<file path="src/rtl/cnt_down_ctrl_pkg.sv">
// Shared definitions for the countdown front-panel controller.
// Latency: n/a (types, constants and pure helper functions only).
// Backpressure: n/a.
package cnt_down_ctrl_pkg;

  typedef enum logic [1:0] {
    ST_SET   = 2'd0,
    ST_RUN   = 2'd1,
    ST_PAUSE = 2'd2,
    ST_ALRM  = 2'd3
  } state_t;

  localparam logic [3:0] BCD_MAX     = 4'd9;
  localparam logic [3:0] MMSS_D1_MAX = 4'd5;

  // One-hot digit strobe for a 2-bit digit index (digit0 -> 4'b0001).
  function automatic logic [3:0] sel_onehot(input logic [1:0] sel);
    sel_onehot = 4'b0001 << sel;
  endfunction

  // Increment a BCD digit, wrapping to 0 once it has reached dmax.
  function automatic logic [3:0] bcd_inc(input logic [3:0] d, input logic [3:0] dmax);
    bcd_inc = (d >= dmax) ? 4'd0 : d + 4'd1;
  endfunction

endpackage

</file>
<file path="src/rtl/cnt_down_ctrl_preset_reg.sv">
// Preset store: four BCD digit registers plus the edit-selection pointer.
// Latency: digits/sel update on the edge after inc/next/clr; sel_nxt is the combinational next pointer.
// Backpressure: none; the caller only asserts inc or next when an edit is allowed.
module cnt_down_ctrl_preset_reg
  import cnt_down_ctrl_pkg::*;
#(
  parameter int MMSS = 1
) (
  input  logic        clk,
  input  logic        clr,
  input  logic        inc,
  input  logic        next,
  output logic [15:0] digits,
  output logic [1:0]  sel,
  output logic [1:0]  sel_nxt
);

  // In mm:ss mode digit1 is the tens-of-seconds digit and stops at 5.
  logic [3:0] d1_max;
  assign d1_max  = (MMSS != 0) ? MMSS_D1_MAX : BCD_MAX;

  // The top registers the blink strobe from the pointer value that lands this edge.
  assign sel_nxt = clr  ? 2'd0 :
                   next ? sel + 2'd1 : sel;

  // Clear, advance the selection, or bump the selected digit with BCD wrap.
  always_ff @(posedge clk) begin
    if (clr) begin
      digits <= '0;
      sel    <= '0;
    end else begin
      sel <= sel_nxt;
      if (inc) begin
        case (sel)
          2'd0:    digits[3:0]   <= bcd_inc(digits[3:0],   BCD_MAX);
          2'd1:    digits[7:4]   <= bcd_inc(digits[7:4],   d1_max);
          2'd2:    digits[11:8]  <= bcd_inc(digits[11:8],  BCD_MAX);
          default: digits[15:12] <= bcd_inc(digits[15:12], BCD_MAX);
        endcase
      end
    end
  end

endmodule

</file>
<file path="src/rtl/cnt_down_ctrl.sv">
// Front-panel sequencer for the 4-digit BCD countdown chain: preset edit, start/pause, expiry, alarm.
// Latency: every output is registered; pulses appear one cycle after the causing input.
// Backpressure: none; same-cycle inputs resolve by priority RST > expiry > START > MODE > INC.
module cnt_down_ctrl
  import cnt_down_ctrl_pkg::*;
#(
  parameter int MMSS      = 1,
  parameter int ALARM_SEC = 10
) (
  input  logic        CLK,
  input  logic        RST,
  input  logic        TICK,
  input  logic        BTN_MODE,
  input  logic        BTN_INC,
  input  logic        BTN_START,
  input  logic [15:0] CNT_VAL,
  input  logic        CNT_BUSY,
  output logic [15:0] SET_VAL,
  output logic        RUN_TGL,
  output logic        CNT_DONE,
  output logic        ALARM,
  output logic [3:0]  DIGIT_BLINK,
  output logic [1:0]  STATE
);

  localparam logic [7:0] ALARM_LAST = 8'(ALARM_SEC - 1);

  state_t     state;
  logic       phase;
  logic [7:0] alarm_cnt;
  logic [1:0] sel;
  logic [1:0] sel_nxt;
  logic       in_set;
  logic       do_next;
  logic       do_inc;
  logic       expired;
  logic       any_btn;

  // Preset edits happen only in SET, and only when no higher-priority button shares the cycle.
  assign in_set  = (state == ST_SET);
  assign do_next = in_set && BTN_MODE && !BTN_START;
  assign do_inc  = in_set && BTN_INC && !BTN_START && !BTN_MODE;
  assign expired = (state == ST_RUN) && CNT_BUSY && (CNT_VAL == 16'h0000);
  assign any_btn = BTN_START || BTN_MODE || BTN_INC;
  assign STATE   = state;

  cnt_down_ctrl_preset_reg #(
    .MMSS(MMSS)
  ) u_preset (
    .clk    (CLK),
    .clr    (RST),
    .inc    (do_inc),
    .next   (do_next),
    .digits (SET_VAL),
    .sel    (sel),
    .sel_nxt(sel_nxt)
  );

  // Controller FSM with registered pulses, blink phase and alarm timer.
  always_ff @(posedge CLK) begin
    if (RST) begin
      state       <= ST_SET;
      RUN_TGL     <= 1'b0;
      CNT_DONE    <= 1'b0;
      ALARM       <= 1'b0;
      phase       <= 1'b1;
      alarm_cnt   <= '0;
      DIGIT_BLINK <= 4'b0001;
    end else begin
      RUN_TGL  <= 1'b0;
      CNT_DONE <= 1'b0;
      case (state)
        ST_SET: begin
          if (BTN_START && (SET_VAL != 16'h0000)) begin
            RUN_TGL     <= 1'b1;
            state       <= ST_RUN;
            DIGIT_BLINK <= 4'b0000;
          end else if (TICK) begin
            phase       <= ~phase;
            DIGIT_BLINK <= phase ? 4'b0000 : sel_onehot(sel_nxt);
          end else begin
            DIGIT_BLINK <= phase ? sel_onehot(sel_nxt) : 4'b0000;
          end
        end
        ST_RUN: begin
          DIGIT_BLINK <= 4'b0000;
          if (expired) begin
            // Stop the chain and release its busy in one shot.
            RUN_TGL   <= 1'b1;
            CNT_DONE  <= 1'b1;
            ALARM     <= 1'b1;
            alarm_cnt <= '0;
            state     <= ST_ALRM;
          end else if (BTN_START) begin
            RUN_TGL <= 1'b1;
            state   <= ST_PAUSE;
          end
        end
        ST_PAUSE: begin
          DIGIT_BLINK <= 4'b0000;
          if (BTN_START) begin
            RUN_TGL <= 1'b1;
            state   <= ST_RUN;
          end else if (BTN_MODE) begin
            // Cancel: chain is released, preset is kept for the next run.
            CNT_DONE    <= 1'b1;
            state       <= ST_SET;
            phase       <= 1'b1;
            DIGIT_BLINK <= sel_onehot(sel);
          end
        end
        ST_ALRM: begin
          DIGIT_BLINK <= 4'b0000;
          if (any_btn || (TICK && (alarm_cnt == ALARM_LAST))) begin
            ALARM       <= 1'b0;
            state       <= ST_SET;
            phase       <= 1'b1;
            DIGIT_BLINK <= sel_onehot(sel);
          end else if (TICK) begin
            alarm_cnt <= alarm_cnt + 8'd1;
          end
        end
        default: begin
          state       <= ST_SET;
          ALARM       <= 1'b0;
          phase       <= 1'b1;
          DIGIT_BLINK <= sel_onehot(sel);
        end
      endcase
    end
  end

endmodule

</file>
<file path="config.mk">
export PLATFORM = sky130hd
export DESIGN_NAME = cnt_down_ctrl
export DESIGN_NICKNAME = d
export VERILOG_FILES = /design/src/rtl/cnt_down_ctrl_pkg.sv /design/src/rtl/cnt_down_ctrl_preset_reg.sv /design/src/rtl/cnt_down_ctrl.sv
export SDC_FILE = /design/constraint.sdc
export NUM_CORES = 1
export LEC_CHECK = 0
export BUFFER_PORTS_ARGS = -buffer_cell sky130_fd_sc_hd__buf_2
export CAP_MARGIN = 15
export CORE_MARGIN = 5
export CORE_UTILIZATION = 40
export CTS_CLUSTER_DIAMETER = 60
export DETAILED_ROUTE_END_ITERATION = 8
export GPL_TIMING_DRIVEN = 1
export SLEW_MARGIN = 20
export SYNTH_ARGS = -nofsm -noshare
export SYNTH_HDL_FRONTEND = slang
export SYNTH_SLANG_ARGS = --single-unit
</file>
<file path="constraint.sdc">
create_clock -name CLK -period 2.18 [get_ports CLK]
set_input_delay 0.109 -clock CLK [delete_from_list [all_inputs] [get_ports CLK]]
set_output_delay 0.109 -clock CLK [all_outputs]
set_load 0.03 [all_outputs]
</file>
# [Word-level counts from Yosys, hierarchy flattened]
# Index checks and enable logic that the tools add are counted.
# W data, S select, Z words.
[classes] n_mux=42 n_bitwise=2 n_eq_ne=17 n_addsub=6 shifts=2 magnitude_cmp=4 n_reduce_logical=29
[op_table] cell="$mux W4" count=11
[op_table] cell="$mux W8" count=3
[op_table] cell="$add A4 B1 Y4 const B" count=4
[op_table] cell="$logic_not A16 Y1" count=1
[op_table] cell="$mux W2" count=8
[op_table] cell="$ne A2 B2 Y1 const B" count=8
[op_table] cell="$pmux W4 S4" count=1
[op_table] cell="$pmux W8 S2" count=1
[op_table] cell="$reduce_bool A16 Y1" count=1
[op_table] cell="$mux W1" count=13
[op_table] cell="$ge A4 B4 Y1 const B" count=3
[op_table] cell="$logic_and A1 B1 Y1" count=9
[op_table] cell="$add A8 B1 Y8 const B" count=1
[op_table] cell="$eq A8 B4 Y1 const B" count=1
[op_table] cell="$pmux W2 S4" count=1
[op_table] cell="$reduce_and A2 Y1" count=4
[op_table] cell="$reduce_and A4 Y1" count=2
[op_table] cell="$shl A1 B2 Y4 const A" count=2
[op_table] cell="$eq A2 B2 Y1 const B" count=3
[op_table] cell="$ne A3 B3 Y1 const B" count=2
[op_table] cell="$pmux W1 S3" count=2
[op_table] cell="$reduce_and A6 Y1" count=1
[op_table] cell="$eq A2 B1 Y1 const B" count=2
[op_table] cell="$ge A4 B3 Y1 const B" count=1
[op_table] cell="other kinds (11)" count=17
[totals] elab_cells=114 input_bits=23 out_inout_bits=25 register_bits=36

# [Logic depth before layout (Yosys ltp)]
[depth] depth_word=10 depth_mapped=8

# [Cells and area by module]
# A second synthesis with hierarchy kept.
[unflattened] hier_cells=260 hier_area_um2=2227.1
[by_module_without_submodules] mod="cnt_down_ctrl" cells_each=146 n_inst=1 area_per_inst_um2=1194.9 seq_area_each_um2=360.3
[by_module_without_submodules] mod="cnt_down_ctrl_preset_reg" cells_each=114 n_inst=1 area_per_inst_um2=1032.2 seq_area_each_um2=360.3

# [Worst setup path after synthesis]
# Ideal clock, no wire load.
[synth_path] kind="reg-to-reg" from="reg u_preset.digits[12]" to="reg phase" stages_incl_launch_ff=8 arrival_ps=1992 setup_slack_ps=68 required_time_ps=2060 setup_ps=120 cell_sequence="dfxtp_1 -> inv_1 -> ha_1 -> nor4bb_1 -> a31oi_1 -> a211o_1 -> or3_1 -> a211o_1"
[synth_via] elab_chain_cells=4
[synth_lines] element="start: declaration" line_no="cnt_down_ctrl_preset_reg.sv:13" source="output logic [15:0] digits,"
[synth_lines] element="start signal: assignment" line_no="cnt_down_ctrl_preset_reg.sv:38" source="default: digits[15:12] <= bcd_inc(digits[15:12], BCD_MAX);"
[synth_lines] element="$reduce_bool A16 Y1" line_no="cnt_down_ctrl.sv:74" source="if (BTN_START && (SET_VAL != 16'h0000)) begin"
[synth_lines] element="$logic_and A1 B1 Y1" line_no="cnt_down_ctrl.sv:74"
[synth_lines] element="$ne A2 B2 Y1 (no source line)"
[synth_lines] element="$reduce_and A6 Y1 (no source line)"
[synth_lines] element="end signal: assignment" line_no="cnt_down_ctrl.sv:79" source="phase <= ~phase;"
[synth_lines] element="end: declaration" line_no="cnt_down_ctrl.sv:29" source="logic phase;"
# Every way passes these cells.
# A chain may end at the register's enable or synchronous reset.

# [Worst setup path in the final report]
[layout_path] from="reg u_preset.digits[0]" to="reg phase"
# Same word-level chain as after synthesis.

==> run_results.csv <==
group,metric,value,unit
worst_setup_path,crit_slowest_cell,"dfxtp_1",
routing,drt_first_iter_violations,46,
power,internal_power,0.00116,W
routing,m1WireLength,2.42,mm
clock_tree,clkSinkCount,36,
timing,setup_viol,0,
routing,routed-wl-met3,229,um
synth,synth_largest_area_cell,"dfxtp_1",
worst_setup_path,critical_path_class,"reg -> reg",
synth,synthTopCellsByArea,"dfxtp_1 33%, ha_1 16%, and2_1 3.7%",
clock_tree,insertion_delay,290,ps
cells_and_area,final_cell_mix,"47 x buf_2, 36 x dfxtp_1, 28 x ha_1, 18 x inv_1, 17 x nand2_1",
clock_tree,clkSlewWorstSetupHoldPaths,70,ps
routing,drc,0,
routing,drt-wirelength-per-cell,13.1,um
floorplanning,start_util,0.406,
synth,avgSynthCellArea,8.85,um^2
routing,drt_wl_total,4.95,mm
timing,finClkSkew,6.82,ps
floorplanning,die_h,84.1,um
synth,ys.flop_type,"dfxtp_1",
worst_setup_path,critPathLaunchType,"flip-flop",
worst_setup_path,crit_top_cell,"a211o_1",
worst_setup_path,endpoint_kind,"flip-flop",
global_route,grt_overflow_total,0,
power,power_frac_comb,0.292,
synth,synth_nets,299,
routing,viasPerCell,5.16,
worst_setup_path,required,2360,ps
cells_and_area,final_common_cell,"buf_2",
timing,slew_headroom,0.695,
timing,rsz0062_at_grt,"false",
cells_and_area,syn_to_final_growth,20.9,%
worst_setup_path,reg2reg_depth,7,
routing,postRouteAntennaNets,0,
clock_tree,cts-root-buf,"clkbuf_8",
min_path,min_path_type,"in -> reg",
synth,ys_warn_count,0,
power,p_switching,0.000591,W
power,pwr-share-clk,0.286,
floorplanning,core,0.00541,mm^2
floorplanning,die_w,84.1,um
power,p_per_area,659,mW/mm^2
worst_setup_path,critical_path_arrival,2170,ps
power,seq_power_share,0.422,
clock_tree,hold_buffers,0,
clock_tree,cts_setup_buffers,0,
worst_setup_path,path_max_fanout,5,
synth,synth-seq-cells,36,
synth,yosysSeqAreaShare,0.328,
min_path,hold-path-cell-count,3,
clock_tree,cts_buffers,5,
synth,synth-edff-count,0,
synth,ys_types,49,
timing,fmax,503,MHz
routing,wl_met2,2.24,mm
cells_and_area,final_nets,356,
floorplanning,num_rows,27,
floorplanning,io_pins,48,
clock_tree,htreeDepth,2,
routing,top_layer,"met4",
global_route,grt_max_degree,15,
global_route,antenna_found_initial,0,
worst_setup_path,crit_chain,"inv_1 > ha_1 > and4bb_2 > a31oi_1 > a211o_1 > or3_1 > a211o_1",
routing,via_count,1950,
cells_and_area,drive_gt1_frac,0.232,
cells_and_area,fin_util,0.491,
clock_tree,tritoncts,"yes",
synth,async_flop_share,0,
synth,netlist.area_leader.share,0.328,
timing,finalHoldViolCount,0,
power,peakVddDrop,0.423,mV
outcome,status,"finished clean",
synth,synth_cells,248,
cells_and_area,num_antenna_cells,0,
timing,drv_slew,0,
clock_tree,cts.repair.resized,0,
timing,period_share,0.913,
run,maxCapViolCount,0,
placed_design,dpl.hpwl,3.81,mm
floorplanning,die_area,0.00707,mm^2
power,leakagePower,1.15,nW
placed_design,place.gp.congestion,0.797,
clock_tree,cts_buffer_depth,2,
global_route,grt_first_pass_wirelength,8.74,mm
global_route,grt.total_usage,0.148,
synth,synth_area,0.00219,mm^2
worst_setup_path,critPathMaxStageDelay,350,ps
placed_design,port_buffers,47,
timing,worstMarginPinSlew,453,ps
routing,dr.pass1.iters,4,
timing,finalCriticalPeriod,1990,ps
power,p_sw_frac,0.338,
timing,finalSetupTns,0,ps
global_route,grt_pass1_vias,1850,
power groups by stage:
stage / sequential [W] / combinational (W) / clock, W
2_1_floorplan: 0.000807 / 0.000311 / 0
3_3_place_gp: 0.000751 / 0.000508 / 0
3_5_place_dp: 0.000753 / 0.000509 / 0
4_1_cts: 0.000738 / 0.000511 / 0.000515
5_1_grt: 0.000746 / 0.000569 / 0.000547
6_report: 0.000738 / 0.000511 / 0.000499
worst paths after layout:
check / from / end / slack, ps
worst min-delay path: BTN_START / RUN_TGL$_SDFF_PP0_ / 170
worst min register to register: alarm_cnt[7]$_SDFFE_PP0P_ / alarm_cnt[7]$_SDFFE_PP0P_ / 470
worst max register to register: u_preset.digits[0]$_SDFFE_PP0P_ / phase$_SDFFE_PP1P_ / 190
worst max-delay path: u_preset.digits[0]$_SDFFE_PP0P_ / phase$_SDFFE_PP1P_ / 190
per-stage QoR:
stage	hold slack [ps]	worst slack, ps	cells	power [W]	area (um^2)
global placement	459	195	370	0.00126	2550
floorplan	204	68.0	248	0.00112	2190
global route	165	23.3	378	0.00186	2650
finish	165	190	378	0.00175	2650
detailed placement	469	166	370	0.00126	2550
CTS	155	137	378	0.00176	2650
routing by layer:
layer  vias to the layer above  GRT usage
met3                         5     0.0365
met2                        34      0.231
li1                       1009          -
met4                         0     0.0482
met1                       902      0.200
met5                         -          0
state kept, by name, indices dropped and copies added, names as in the netlist:
signal,cells
phase,1
CNT_DONE,1
STATE,2
alarm_cnt,8
RUN_TGL,1
DIGIT_BLINK,4
ALARM,1
u_preset.sel,2
u_preset.digits,16
cells in the mapped netlist (all sizes together) (3+ instances only):
cell,n
and3,3
a31oi,5
or4b,3
a41oi,3
clkbuf,4
o211ai,3
dfxtp,36
o31ai,4
xnor2,8
ha,28
nor2b,4
nand2b,3
and2,13
nor4,7
or4,3
o21ai,12
nand3,8
a21oi,14
inv,19
a211o,3
nand2,17
nor2,15
worst max-delay path, delay by kind of cell, from the launching register on:
kind,cells,cell delay [ps]
adders and majority gates,1,170
and+or+nand+nor,2,550
DFF,1,350
buffers and inverters,1,100
AOI/OAI and AO/OA,3,720
cell families (layout without fill, tap and decap cells):
group	count (synthesis)	count (layout)	share of synthesized area
DFF	36	36	0.328
xor gates and xnor gates	10	10	0.0399
and+or+nand+nor	89	89	0.234
buffers and inverters	24	82	0.0445
muxes	2	2	0.00912
adders and majority gates	28	28	0.160
AOI/OAI and AO/OA	59	59	0.184
layout make-up:
cell class / instances / area, um^2
timing repair buffer: 55 / 295
tap: 72 / 90.1
clock buffer: 6 / 82.6
sequential: 36 / 721
clock inverter: 2 / 10.0
multi-input combinational: 188 / 1380
inverter: 19 / 71.3
fill: 543 / 2750
No activity file was read; power rests on OpenSTA's default activity.
